[src/rtl/tile_renderer_pkg.sv]
// Shared constants, image-index names and pipeline payload types for tile_renderer.
package tile_renderer_pkg;

    localparam int unsigned IDX_W        = 5;
    localparam int unsigned TILE_PX      = 16;
    localparam int unsigned GRID_N       = 8;
    localparam int unsigned IDX_DARK     = 31;
    localparam int unsigned IDX_DARK_MIN = 19;

    localparam int unsigned SUB_W   = $clog2(TILE_PX);
    localparam int unsigned POS_W   = $clog2(GRID_N);
    localparam int unsigned ROW_W   = IDX_W * GRID_N;
    localparam int unsigned COORD_W = 10;
    localparam int unsigned ADDR_W  = IDX_W + 2 * SUB_W;
    localparam int unsigned CNT_W   = 8;

    typedef enum logic [IDX_W-1:0] {
        NUM0     = 5'd0,
        NUM1     = 5'd1,
        NUM2     = 5'd2,
        NUM3     = 5'd3,
        NUM4     = 5'd4,
        NUM5     = 5'd5,
        NUM6     = 5'd6,
        NUM7     = 5'd7,
        NUM8     = 5'd8,
        NUM9     = 5'd9,
        PLAYER1  = 5'd10,
        PLAYER2  = 5'd11,
        PLAYER3  = 5'd12,
        BULLET1  = 5'd13,
        BULLET2  = 5'd14,
        BULLET3  = 5'd15,
        BUBBLE1  = 5'd16,
        BUBBLE2  = 5'd17,
        BUBBLE3  = 5'd18,
        IMG_DARK = 5'd31
    } img_idx_e;

    // One grid row; element GRID_N-1 (the top 5 bits) holds column 0.
    typedef logic [GRID_N-1:0][IDX_W-1:0] tile_row_t;

    // Stage-1 payload: decoded tile position and sub-pixel offsets.
    typedef struct packed {
        logic             valid;
        logic             in_region;
        logic             grid;
        logic [POS_W-1:0] row;
        logic [POS_W-1:0] col;
        logic [SUB_W-1:0] py;
        logic [SUB_W-1:0] px;
    } s1_t;

    // Stage-2 payload: what the colour path sees.
    typedef struct packed {
        logic              valid;
        logic              dark;
        logic              grid;
        logic [ADDR_W-1:0] addr;
    } pix_t;

    // Indices at or above IDX_DARK_MIN have no image and render black.
    function automatic logic idx_is_dark(input logic [IDX_W-1:0] idx);
        return idx >= IDX_W'(IDX_DARK_MIN);
    endfunction

endpackage

[src/rtl/tile_frame_latch.sv]
// Per-frame snapshot of the eight tile rows plus a captured-frame counter.
module tile_frame_latch
    import tile_renderer_pkg::*;
(
    input  logic                     clk,
    input  logic                     rst,
    input  logic                     frame_start_i,
    input  tile_row_t [GRID_N-1:0]   rows_i,
    input  logic [POS_W-1:0]         rd_row_i,
    input  logic [POS_W-1:0]         rd_col_i,
    output logic [IDX_W-1:0]         rd_idx_o_c,
    output logic [CNT_W-1:0]         frame_cnt_o
);

    localparam tile_row_t ROW_DARK = {GRID_N{IDX_W'(IDX_DARK)}};

    tile_row_t [GRID_N-1:0] rows_q, rows_d;
    logic [CNT_W-1:0]       cnt_q, cnt_d;
    tile_row_t              rd_row_sel;

    // Copy all rows and bump the frame count on frame_start.
    always_comb begin
        rows_d = rows_q;
        cnt_d  = cnt_q;
        if (frame_start_i) begin
            rows_d = rows_i;
            cnt_d  = cnt_q + CNT_W'(1);
        end
    end

    // Snapshot registers; reset fills every cell with the dark index.
    always_ff @(posedge clk) begin
        if (!rst) begin
            rows_q <= {GRID_N{ROW_DARK}};
            cnt_q  <= '0;
        end else begin
            rows_q <= rows_d;
            cnt_q  <= cnt_d;
        end
    end

    // Combinational read: column 0 lives in the most significant slot.
    always_comb begin
        rd_row_sel = rows_q[rd_row_i];
        rd_idx_o_c = rd_row_sel[POS_W'(GRID_N - 1) - rd_col_i];
    end

    assign frame_cnt_o = cnt_q;

endmodule

[src/rtl/tile_renderer.sv]
// Maps display coordinates to tile-image ROM addresses, two-stage pipeline.
// Optional feature macro: GRID_LINE_EN (1-pixel tile border on out_grid).
module tile_renderer
    import tile_renderer_pkg::*;
#(
    parameter int unsigned X0       = 192,
    parameter int unsigned Y0       = 112,
    parameter int unsigned SCALE_SH = 1
) (
    input  logic                 clk,
    input  logic                 rst,
    input  logic                 frame_start,
    input  logic [ROW_W-1:0]     Row1,
    input  logic [ROW_W-1:0]     Row2,
    input  logic [ROW_W-1:0]     Row3,
    input  logic [ROW_W-1:0]     Row4,
    input  logic [ROW_W-1:0]     Row5,
    input  logic [ROW_W-1:0]     Row6,
    input  logic [ROW_W-1:0]     Row7,
    input  logic [ROW_W-1:0]     Row8,
    input  logic                 in_valid,
    input  logic [COORD_W-1:0]   h_cnt,
    input  logic [COORD_W-1:0]   v_cnt,
    output logic                 out_valid,
    output logic [ADDR_W-1:0]    out_addr,
    output logic                 out_dark,
    output logic                 out_grid,
    output logic [CNT_W-1:0]     frame_cnt
);

    localparam int unsigned GRID_SPAN = (GRID_N * TILE_PX) << SCALE_SH;
    localparam int unsigned TILE_SH   = SUB_W + SCALE_SH;

    tile_row_t [GRID_N-1:0] rows;
    logic [COORD_W-1:0]     dx, dy;
    logic                   in_x, in_y;
    logic [IDX_W-1:0]       idx;
    logic                   dark;
    s1_t                    s1_q, s1_d;
    pix_t                   out_q, out_d;

    assign rows = {Row8, Row7, Row6, Row5, Row4, Row3, Row2, Row1};

    tile_frame_latch u_latch (
        .clk           (clk),
        .rst           (rst),
        .frame_start_i (frame_start),
        .rows_i        (rows),
        .rd_row_i      (s1_q.row),
        .rd_col_i      (s1_q.col),
        .rd_idx_o_c    (idx),
        .frame_cnt_o   (frame_cnt)
    );

    // Stage 1: grid-relative offsets, region test and tile/sub-pixel split.
    always_comb begin
        dx   = h_cnt - COORD_W'(X0);
        dy   = v_cnt - COORD_W'(Y0);
        in_x = (h_cnt >= COORD_W'(X0)) && (h_cnt < COORD_W'(X0 + GRID_SPAN));
        in_y = (v_cnt >= COORD_W'(Y0)) && (v_cnt < COORD_W'(Y0 + GRID_SPAN));

        s1_d           = '0;
        s1_d.valid     = in_valid;
        s1_d.in_region = in_x && in_y;
        s1_d.col       = POS_W'(dx >> TILE_SH);
        s1_d.row       = POS_W'(dy >> TILE_SH);
        s1_d.px        = SUB_W'(dx >> SCALE_SH);
        s1_d.py        = SUB_W'(dy >> SCALE_SH);
`ifdef GRID_LINE_EN
        // Border pixel: first display pixel of a tile in either axis.
        s1_d.grid      = in_x && in_y &&
                         ((COORD_W'(dx << (COORD_W - TILE_SH)) == '0) ||
                          (COORD_W'(dy << (COORD_W - TILE_SH)) == '0));
`else
        s1_d.grid      = 1'b0;
`endif
    end

    // Stage 2: look up the captured index and form the ROM address.
    always_comb begin
        dark  = !s1_q.in_region || idx_is_dark(idx);
        out_d = '0;
        if (s1_q.valid) begin
            out_d.valid = 1'b1;
            out_d.dark  = dark;
            out_d.grid  = s1_q.grid;
            out_d.addr  = dark ? '0 : {idx, s1_q.py, s1_q.px};
        end
    end

    // Pipeline registers; reset flushes both stages.
    always_ff @(posedge clk) begin
        if (!rst) begin
            s1_q  <= '0;
            out_q <= '0;
        end else begin
            s1_q  <= s1_d;
            out_q <= out_d;
        end
    end

    assign out_valid = out_q.valid;
    assign out_addr  = out_q.addr;
    assign out_dark  = out_q.dark;
    assign out_grid  = out_q.grid;

endmodule

[config.mk]
export PLATFORM = sky130hd
export DESIGN_NAME = tile_renderer
export DESIGN_NICKNAME = d
export VERILOG_FILES = /design/src/rtl/tile_renderer_pkg.sv /design/src/rtl/tile_frame_latch.sv /design/src/rtl/tile_renderer.sv
export SDC_FILE = /design/constraint.sdc
export NUM_CORES = 1
export LEC_CHECK = 0
export ABC_AREA = 1
export CAP_MARGIN = 40
export CORE_UTILIZATION = 45
export CTS_CLUSTER_SIZE = 40
export DETAILED_ROUTE_END_ITERATION = 12
export HOLD_SLACK_MARGIN = 0.05
export PLACE_DENSITY_LB_ADDON = 0.1
export RECOVER_POWER = 25
export SETUP_SLACK_MARGIN = 0.3
export SKIP_LAST_GASP = 1
export SLEW_MARGIN = 40
export SYNTH_ARGS = -nofsm -noshare
export SYNTH_HDL_FRONTEND = slang
export SYNTH_SLANG_ARGS = --single-unit
[constraint.sdc]
create_clock -name clk -period 1.8 [get_ports clk]
set_clock_uncertainty 0.05 [all_clocks]
set_input_delay 0.36 -clock clk [delete_from_list [all_inputs] [get_ports clk]]
set_output_delay 0.36 -clock clk [all_outputs]
set_load 0.02 [all_outputs]
==> results of run 1 <==
-- flip-flops by register name, indices dropped and copies added, names as in the netlist --
register / cells
u_latch.rows_q: 320
s1_q: 16
out_addr: 13
u_latch.frame_cnt_o: 8
out_dark: 1
out_valid: 1
-- routing by layer --
layer / GRT usage, % / routed length, microns / vias up
met4: 12.3 / 2300 / 4
met3: 4.72 / 4210 / 152
met5: 0 / 23 / -
met1: 40.5 / 23800 / 7725
met2: 48.1 / 25300 / 757
li1: - / - / 7972
-- cells in the final DEF, fill, tap and decap left out, types with 2 or more instances in the layout --
master and count:
nand2_1 994, nand3_1 461, dfxtp_1 352, clkdlybuf4s50_1 330, nand3_2 82, clkbuf_16 50, buf_4 45, nor2_1 41
inv_1 37, buf_12 37, o21ai_0 32, nand2_2 18, buf_2 16, o22ai_1 14, buf_6 10, clkbuf_1 9
dlygate4sd3_1 9, a21oi_1 8, nor2_2 8, clkbuf_8 7, buf_16 7, nor2_4 6, nand3_4 5, dfxtp_2 5
nand2_4 4, o21ai_1 4, nor3_1 4, bufinv_16 4, ha_1 3, clkinv_2 3, clkbuf_4 3, diode_2 2
xnor2_1 2, clkinvlp_4 2, clkinv_1 2, dfxtp_4 2
-- metrics by stage --
step	utilization, %	hold slack (ns)
global route	66.3	0.150
global placement	59.0	0.346
CTS	64.5	0.0919
finish	66.3	0.149
floorplan	-	0.344
detailed placement	59.0	0.359
-- logic make-up (layout without fill, tap and decap cells) --
| family | after synthesis | count (layout) | share of synthesized area (%) |
|---|---|---|---|
| simple gates | 1626 | 1626 | 44.5 |
| flops | 359 | 359 | 46.9 |
| buf+inv | 220 | 578 | 6.07 |
| compound gates | 60 | 60 | 2.08 |
| fa+ha+maj | 3 | 3 | 0.245 |
| xor+xnor | 3 | 3 | 0.171 |
| other cells | 1 | 3 | 0.0245 |
-- cell type report --
class	count	share of cell area, %
diodes	2	0.0225
clock buffers	57	5.20
clock inverters	9	0.681
inverters	43	0.833
multi-input cells	1693	35.2
flip-flops and latches	359	32.4
well taps	448	2.52
repair buffers	469	23.2
-- worst max-delay path by stage --
stage	cells past startpoint	slack [ns]	endpoint
CTS	17	-0.39	out_addr[9]
global placement	16	-0.51	out_addr[0]
detailed placement	16	-0.56	out_addr[0]
floorplan	18	-0.04	out_addr[10]
global route	17	-0.53	out_addr[9]
finish	17	-0.43	out_addr[9]
-- where the power goes --
part / total, uW / leakage (uW) / switching, uW / internal [uW]
combinational: 4010 / 0.00672 / 2090 / 1920
sequential: 8860 / 0.00299 / 368 / 8490
clock: 8160 / 0.000639 / 3160 / 5010
-- critical path: stages (launching register included) --
cell and delay (ns):
dfxtp_4 0.48, inv_12 0.08, buf_12 0.16, buf_12 0.14
nand2_1 0.07, nand3_2 0.10, nand3_1 0.09, nand2_1 0.06
nand2_1 0.06, nand3_2 0.05, nand3_1 0.09, nand2_2 0.07
buf_4 0.13, buf_4 0.12, buf_4 0.12, buf_4 0.14
inv_2 0.06, nor2_4 0.03
-- what timing repair did --
action	in CTS	in global routing
resized for setup	172	97
gates cloned	7	9
pin swaps	1	31
buffers inserted	14	6
setup endpoints to repair	37	24
==> impl_metrics.ini, run 1 <==
[status]
outcome = complete, but fails checks
violations = negative setup slack

[clocking]
cts_tree = built
holdBufCountCts = 0
numCtsBuffers = 38
clock-root-buffer = clkbuf_16
cts_buffer_depth = 3
clkSinkCount = 359
h-tree-depth = 2
clkSlewWorstSetupHoldPaths_ns = 0.06
clk_latency_ns = 0.52

[timing]
finalSetupViolations = 18
worst_pin_slew_ns = 1.12
fin_ws_ns = -0.431
min_period_ns = 2.23
period_share_pct = 124
maxSlewHeadroom_pct = 25.4
tns_ns = -5.82
final-max-slew-violation-count = 0
timing.fmax_ghz = 0.448
rsz0062_at_grt = true
hold_viol_final = 0

[layout]
final_cells = 3080
drive_gt1_share_pct = 12.3
ff_latch_area_sq_um = 7200
final_nets = 2951
multiInputGateArea_sq_um = 7820
area_growth_pct = 44.9
fin_area_sq_um = 22200
nFillCells = 2903

[route]
ant_nets = 0
detail_route.first_pass.iterations = 5
via_count = 16600
drt-initial-drc-count = 1665
vias_per_cell = 5.39
wl_per_cell_microns = 18.1
drc_errors = 0
wl_microns = 55600

[placement]
hpwlAfterDp_microns = 37900
place_congestion = 0.895
dp.cells = 2976
port_buffers = 364
place_ws_ns = -0.556
placedInstanceArea_sq_um = 19800

[grt]
grt_overflow_total = 0
gr-usage-all-layers_pct = 30.1
grt_max_degree = 117
grt_antenna_before_repair = 4
grt_pass1_vias = 15400
grt_pass1_wl_microns = 84200

[critical_path]
worst_r2r_startpoint = s1_q[11]
cp-start-kind = register
worstPathMaxFanout = 8
endpoint_kind = register
arrival_ns = 2.59
required_ns = 2.16
r2r_cells = 17
regToRegSetupSlack_ns = -0.43
reg2reg_to = out_addr[9]
critPathKind = register to register
startpoint = s1_q[11]

[synthesis]
synth_sequential_area_ratio_pct = 46.9
syn_area_sq_um = 15300
yosysTopAreaCell = dfxtp_1
ys.warnings.count = 0
ys_types = 25
yosysMostFrequentCell = nand2_1
synth_common_cells = 1,016 x nand2_1, 547 x nand3_1, 359 x dfxtp_1, 130 x clkbuf_1, 45 x nor2_1
synth.avg_cell_area_sq_um = 6.75
syn-instance-count = 2272
async_reset_ff_share_pct = 0
synth_edf_count = 0
ys_seq_elements = 359
synth_area_leaders = dfxtp_1 47%, nand2_1 25%, nand3_1 18%
syn_nets = 2619
synth-main-ff-cell = dfxtp_1
synth_top_area_share_pct = 46.9

[min_path]
hp-class = input pin to register
holdPathEnd = u_latch.frame_cnt_o[0]
worstHoldPathCells = 4
hold_start = frame_start

[pwr]
p_leak_uw = 0.0103
irDropWorstVdd_v = 0.000561
powerDensity_nw_per_um2 = 946
total_power_uw = 21000

[die]
row_count = 67
start_util_pct = 45.7
die_w_microns = 187
pin_count = 368
core_area_sq_um = 33500
die_y_microns = 187
dieArea_sq_um = 34800

[run]
cap_violations = 0
No activity file was read; power rests on OpenSTA's default activity.
==> inputs of run 2 (changes only) <==
GPL_ROUTABILITY_DRIVEN = 0   (was unset)
==> results of run 2 <==
No change in the layout: final DEF, timing and power equal those of run 1.
